[src/rtl/hdmi_audio_pkg.sv]
// hdmi_audio_pkg: shared constants for HDMI audio sample packet decoding
package hdmi_audio_pkg;
  localparam logic [7:0] PACKET_TYPE_AUDIO_SAMPLE = 8'd2;
  localparam int CHANNEL_STATUS_LENGTH = 192;
  localparam int SAMPLE_W = 24;
  localparam int SUB_W = 56;
  localparam int SUB_LEFT_LSB = 0;
  localparam int SUB_RIGHT_LSB = 24;
  localparam int SUB_V_LEFT = 48;
  localparam int SUB_U_LEFT = 49;
  localparam int SUB_C_LEFT = 50;
  localparam int SUB_P_LEFT = 51;
  localparam int SUB_V_RIGHT = 52;
  localparam int SUB_U_RIGHT = 53;
  localparam int SUB_C_RIGHT = 54;
  localparam int SUB_P_RIGHT = 55;
  localparam int HDR_TYPE_LSB = 0;
  localparam int HDR_PRESENT_LSB = 8;
  localparam int HDR_LAYOUT_BIT = 12;
  localparam int HDR_B_LSB = 20;
endpackage

[src/rtl/audio_channel_status_collector.sv]
// audio_channel_status_collector: frames C bits into 192-bit blocks using B as the block-start marker
module audio_channel_status_collector
  import hdmi_audio_pkg::*;
(
  input  logic                             clk_pixel,
  input  logic                             reset_n,
  input  logic                             sample_fire,
  input  logic                             b_flag,
  input  logic                             c_left,
  input  logic                             c_right,
  output logic [CHANNEL_STATUS_LENGTH-1:0] channel_status_left,
  output logic [CHANNEL_STATUS_LENGTH-1:0] channel_status_right,
  output logic                             cs_update,
  output logic                             cs_sync_error
);
  localparam logic [7:0] LAST_IDX = 8'(CHANNEL_STATUS_LENGTH - 1);
  logic synced, synced_n, write, publish, sync_err, in_block;
  logic [7:0] idx, idx_n;
  logic [CHANNEL_STATUS_LENGTH-1:0] acc_l, acc_r, acc_l_n, acc_r_n;
  always_comb begin
    in_block = synced && idx != LAST_IDX;
    synced_n = sample_fire ? (b_flag || in_block) : synced;
    idx_n = !sample_fire ? idx : b_flag ? 8'd0 : in_block ? idx + 8'd1 : idx;
    write = sample_fire && (b_flag || in_block);
    sync_err = sample_fire && b_flag && in_block;
    acc_l_n = acc_l;
    acc_r_n = acc_r;
    if (write) begin
      acc_l_n[idx_n] = c_left;
      acc_r_n[idx_n] = c_right;
    end
    publish = write && idx_n == LAST_IDX;
  end
  always_ff @(posedge clk_pixel or negedge reset_n)
    if (!reset_n) begin
      synced <= 1'b0;
      idx <= '0;
      acc_l <= '0;
      acc_r <= '0;
      channel_status_left <= '0;
      channel_status_right <= '0;
      cs_update <= 1'b0;
      cs_sync_error <= 1'b0;
    end else begin
      synced <= synced_n;
      idx <= idx_n;
      acc_l <= acc_l_n;
      acc_r <= acc_r_n;
      cs_update <= publish;
      cs_sync_error <= sync_err;
      if (publish) begin
        channel_status_left <= acc_l_n;
        channel_status_right <= acc_r_n;
      end
    end
endmodule

[src/rtl/audio_sample_packet_decoder.sv]
// audio_sample_packet_decoder: buffers one audio sample packet and streams its present subpackets in index order
module audio_sample_packet_decoder
  import hdmi_audio_pkg::*;
(
  input  logic                             clk_pixel,
  input  logic                             reset_n,
  input  logic                             packet_valid,
  input  logic [23:0]                      header,
  input  logic [3:0][SUB_W-1:0]            sub,
  output logic                             sample_valid,
  input  logic                             sample_ready,
  output logic [SAMPLE_W-1:0]              sample_left,
  output logic [SAMPLE_W-1:0]              sample_right,
  output logic [1:0]                       valid_bit,
  output logic [1:0]                       user_bit,
  output logic [1:0]                       parity_error,
  output logic [CHANNEL_STATUS_LENGTH-1:0] channel_status_left,
  output logic [CHANNEL_STATUS_LENGTH-1:0] channel_status_right,
  output logic                             cs_update,
  output logic                             cs_sync_error,
  output logic                             packet_dropped,
  output logic                             packet_unsupported
);
  logic [3:0] mask, b_flags, low;
  logic [3:0][SUB_W-1:0] buf_q;
  logic [1:0] sel;
  logic [SUB_W-1:0] cur;
  logic fire, last, is_audio, layout, accept, unused_hdr;
  assign unused_hdr = ^header[19:13];
  always_comb begin
    low = mask & (~mask + 4'd1);
    sel = low[0] ? 2'd0 : low[1] ? 2'd1 : low[2] ? 2'd2 : 2'd3;
    cur = buf_q[sel];
    sample_valid = |mask;
    fire = sample_valid && sample_ready;
    last = fire && (mask & ~low) == 4'd0;
    is_audio = packet_valid && header[HDR_TYPE_LSB +: 8] == PACKET_TYPE_AUDIO_SAMPLE;
    layout = header[HDR_LAYOUT_BIT];
    accept = is_audio && !layout && (!sample_valid || last);
    sample_left = cur[SUB_LEFT_LSB +: SAMPLE_W];
    sample_right = cur[SUB_RIGHT_LSB +: SAMPLE_W];
    valid_bit = {cur[SUB_V_RIGHT], cur[SUB_V_LEFT]};
    user_bit = {cur[SUB_U_RIGHT], cur[SUB_U_LEFT]};
    parity_error = {^{cur[SUB_P_RIGHT -: 4], cur[SUB_RIGHT_LSB +: SAMPLE_W]},
                    ^{cur[SUB_P_LEFT -: 4], cur[SUB_LEFT_LSB +: SAMPLE_W]}};
  end
  always_ff @(posedge clk_pixel or negedge reset_n)
    if (!reset_n) begin
      mask <= '0;
      b_flags <= '0;
      buf_q <= '0;
      packet_dropped <= 1'b0;
      packet_unsupported <= 1'b0;
    end else begin
      packet_dropped <= is_audio && !layout && !accept;
      packet_unsupported <= is_audio && layout;
      if (accept) begin
        mask <= header[HDR_PRESENT_LSB +: 4];
        b_flags <= header[HDR_B_LSB +: 4];
        buf_q <= sub;
      end else if (fire)
        mask <= mask & ~low;
    end
  audio_channel_status_collector u_cs (
    .clk_pixel            (clk_pixel),
    .reset_n              (reset_n),
    .sample_fire          (fire),
    .b_flag               (|(b_flags & low)),
    .c_left               (cur[SUB_C_LEFT]),
    .c_right              (cur[SUB_C_RIGHT]),
    .channel_status_left  (channel_status_left),
    .channel_status_right (channel_status_right),
    .cs_update            (cs_update),
    .cs_sync_error        (cs_sync_error)
  );
endmodule

[config.mk]
export PLATFORM = sky130hd
export DESIGN_NAME = audio_sample_packet_decoder
export DESIGN_NICKNAME = d
export VERILOG_FILES = /design/src/rtl/hdmi_audio_pkg.sv /design/src/rtl/audio_channel_status_collector.sv /design/src/rtl/audio_sample_packet_decoder.sv
export SDC_FILE = /design/constraint.sdc
export NUM_CORES = 2
export LEC_CHECK = 0
export BUFFER_PORTS_ARGS = -buffer_cell sky130_fd_sc_hd__buf_2
export CORE_MARGIN = 10
export CORE_UTILIZATION = 55
export DETAILED_ROUTE_END_ITERATION = 7
export GPL_ROUTABILITY_DRIVEN = 1
export MAX_ROUTING_LAYER = met4
export PLACE_DENSITY = 0.77
export SLEW_MARGIN = 20
export SYNTH_ARGS = -nofsm -noshare
export SYNTH_HDL_FRONTEND = slang
export SYNTH_SLANG_ARGS = --single-unit
[constraint.sdc]
create_clock -name clk_pixel -period 3.2 [get_ports clk_pixel]
set_input_delay 0.64 -clock clk_pixel [delete_from_list [all_inputs] [get_ports clk_pixel]]
set_output_delay 0.64 -clock clk_pixel [all_outputs]
set_load 0.1 [all_outputs]
==> run_results.csv <==
group,metric,value,unit
status,outcome,"finished, violations left",
status,violations,"negative setup slack",
pwr,ir_worst_vdd,0.508,mV
pwr,p_leak,29.2,nW
critical_path,crit_required,2.56,ns
drt,avgViaCountPerCell,5.65,
timing,setup_viol,2,
clock_tree,cts_buffers,100,
drt,wl_per_cell,23.8,um
clock_tree,clock_latency,0.68,ns
logic_synthesis,yosys.area.top_type,"dfrtp_1",
critical_path,path_class,"reg -> out",
critical_path,crit_path_max_incr_delay,0.53,ns
drt,drc,0,
final_layout,drive_gt1_share,37.5,%
clock_tree,cts_root_buf,"clkbuf_16",
pwr,p_per_area,481,nW/um2
floorplanning,die_w,299,um
timing,rsz0062_at_grt,"yes",
run,max_cap_violations,0,
final_layout,post-route-util,71.0,%
global_routing,antenna_found_initial,24,
logic_synthesis,synthDistinctLibCells,87,
drt,drtPass1Iterations,8,
clock_tree,cts_tree,"yes",
logic_synthesis,synth_area,42700,um2
logic_synthesis,ys.flop_type,"dfrtp_1",
clock_tree,cts_buffer_depth,3,
timing,finalWorstSetupSlack,-0.874,ns
logic_synthesis,muxShareOfSynthArea,16.2,%
floorplanning,row_count,102,
logic_synthesis,synthArstFlopShare,100,%
placed_design,hpwl,97.7,mm
pwr,p_seq_share,49.0,%
placed_design,place_ws,-0.310,ns
timing,hold_viol,0,
timing,period_needed,4.07,ns
clock_tree,ctsHtreeMaxLevel,3,
global_routing,grt_pass1_vias,33970,
clock_tree,path_clk_slew,0.06,ns
pwr,p_sw,6.11,mW
global_routing,grt_use_total,30.7,%
critical_path,crit_top_cell,"xnor2_1",
logic_synthesis,synth_edf_count,0,
timing,fmax,0.245,GHz
global_routing,grt_pass1_wl,205,mm
final_layout,nets,5033,
logic_synthesis,yosysWarnings,0,
floorplanning,io_pins,695,
pwr,power_frac_clock,45.6,%
critical_path,slowest_stage,"dfrtp_4",
logic_synthesis,yosysSeqAreaShare,59.2,%
floorplanning,fp.dieH,299,um
pwr,p_int,20.3,mW
pwr,p_comb_share,5.4,%
logic_synthesis,synth_top_area_share,59.2,%
critical_path,critPathMaxFanout,7,
timing,worst_slew_pin_slew,0.817,ns
logic_synthesis,synth_compound_area_share,5.31,%
global_routing,grt_max_degree,105,
pwr,total_power,26.4,mW
drt,drtIter0Drc,2857,
clock_tree,cts.sinks,1011,
timing,fin_crit_sh,127,%
logic_synthesis,syn_avg_cell_area,11.0,um2
timing,drv_slew,0,
timing,tns,-1.70,ns
logic_synthesis,synth_top_family_by_area,"multiplexers",
drt,antenna_left,0,
logic_synthesis,synth_area_leaders,"dfrtp_1, mux2_2, nand2_1, o21ai_0, mux2i_1",
logic_synthesis,synth_xor_xnor_area_share,1.71,%
logic_synthesis,syn_inst,3890,
critical_path,crit_chain,"bufbuf_16 -> mux2_2 -> mux2i_2 -> xor2_1 -> o21ai_0 -> buf_4 -> xnor2_1 -> xnor2_1 -> xnor3_4 -> buf_12",
placed_design,portBuffers,687,
floorplanning,die_area,89200,um2
placed_design,place_congestion,0.965,
hold_path,hp-class,"in -> reg",
logic_synthesis,synthAdderAreaFrac,0.0527,%
drt,drt_wl_total,141,mm
floorplanning,coreArea,77200,um2
timing,fin_skew,0.0555,ns
floorplanning,start_util,55.3,%
logic_synthesis,synth_simple_gate_area_share,14.6,%
critical_path,critPathArrivalTime,3.43,ns
logic_synthesis,syn-num-nets,4143,
timing,hold_slack,0.197,ns
logic_synthesis,ys_ff_latch,1011,
pwr,swShare,23.2,%
timing,slew-limit-headroom,45.6,%
critical_path,worstSetupStartpointType,"flip-flop",
global_routing,grt-ovfl-total,0,
drt,vias,33510,
final_layout,area_growth,28.2,%
critical_path,crit_path_end_kind,"primary output",
-- Yosys cell counts (all sizes together) (9+ instances only) --
master,number
a21oi,138
a22o,9
a31oi,9
and2,19
and3,10
buf,132
clkbuf,112
dfrtp,1011
inv,11
mux2,550
mux2i,72
nand2,1290
nand2b,10
nand3,38
nor2,98
nor2b,14
nor3,19
o21ai,183
xnor2,53
xor2,15
-- per-stage QoR --
stage,std cells,area [um2]
floorplan,3890,42900
global placement,5667,49900
detailed placement,5667,49900
CTS,5858,53500
global route,5926,54800
finish,5928,54800
-- layout make-up --
class,instances,area [um2]
well taps,1040,1300
clock buffers,154,3000
repair buffers,1031,7810
diodes,24,60.1
inverters,11,48.8
multi-input cells,2625,16900
fillers,5250,22400
clock inverters,32,404
flip-flops and latches,1011,25300
-- sequential cells by signal, summed over array words and instances (netlist names) --
register                   count
buf_q                        224
u_cs.channel_status_left     192
u_cs.channel_status_right    192
u_cs.acc_l                   191
u_cs.acc_r                   191
u_cs.idx                       8
b_flags                        4
mask                           4
packet_dropped                 1
packet_unsupported             1
u_cs.cs_sync_error             1
u_cs.cs_update                 1
u_cs.synced                    1
-- repair_timing --
action / in CTS / in global routing
pin swaps: 7 / 18
hold endpoints to repair: 28 / 0
setup buffers: 2 / 23
setup endpoints to repair: 91 / 503
gates resized for setup: 61 / 101
hold buffers: 1 / 0
gates cloned: 2 / 23
-- worst max-delay path, delay by kind of cell (launching register included) --
| family | cells | cell delay [ns] |
|---|---|---|
| xor+xnor | 4 | 0.96 |
| buf+inv | 3 | 0.66 |
| flops | 1 | 0.53 |
| compound gates | 1 | 0.09 |
| mux | 2 | 0.55 |
-- layout by cell type (no fill, tap or decap), types with 49 or more instances in the layout --
cell type  netlist  final
a21oi_1        135    127
buf_12           0     83
buf_2           82    647
buf_4           42    239
clkbuf_16        0    122
dfrtp_1       1011   1008
mux2_1          62     62
mux2_2         488    475
mux2i_1         72     57
nand2_1       1289   1285
nor2_1          94     85
o21ai_0        163    109
xnor2_1         53     49
-- per-layer routing --
metal	up-vias	track usage (%)	routed length [um]
met5	-	-	0
met2	1569	49.3	68500
met1	16810	36.8	53400
li1	14777	-	-
met3	354	6.77	11900
met4	0	14.3	7590
-- cells by family (layout without fill, tap and decap cells) --
family,Yosys count,in the layout
simple gates,1533,1534
flops,1011,1011
mux,622,622
compound gates,393,393
buf+inv,255,1228
xor+xnor,74,74
fa+ha+maj,2,2
other cells,0,24
-- power by group through the flow --
stage	Combinational [mW]	Sequential, mW	Clock [mW]
global route	1.51	12.9	12.7
floorplan	0.626	13.1	0
detailed placement	1.39	13.1	0
finish	1.42	12.9	12.0
global placement	1.38	13.1	0
CTS	1.42	12.9	12.1
-- worst paths after layout --
kind,endpoint,slack [ns],cells after the start,from
setup / recovery,parity_error[1],-0.87,10,mask[2]
hold / removal,buf_q[189],0.20,2,sub[189]
setup reg to reg,u_cs.acc_r[139],0,14,mask[1]
hold reg to reg,u_cs.channel_status_right[144],0.43,2,u_cs.acc_r[144]
max in group asynchronous,u_cs.channel_status_left[21],1.54,3,reset_n
min in group asynchronous,u_cs.acc_r[47],0.58,2,reset_n
Note: power is estimated with default switching activity, not from simulation.
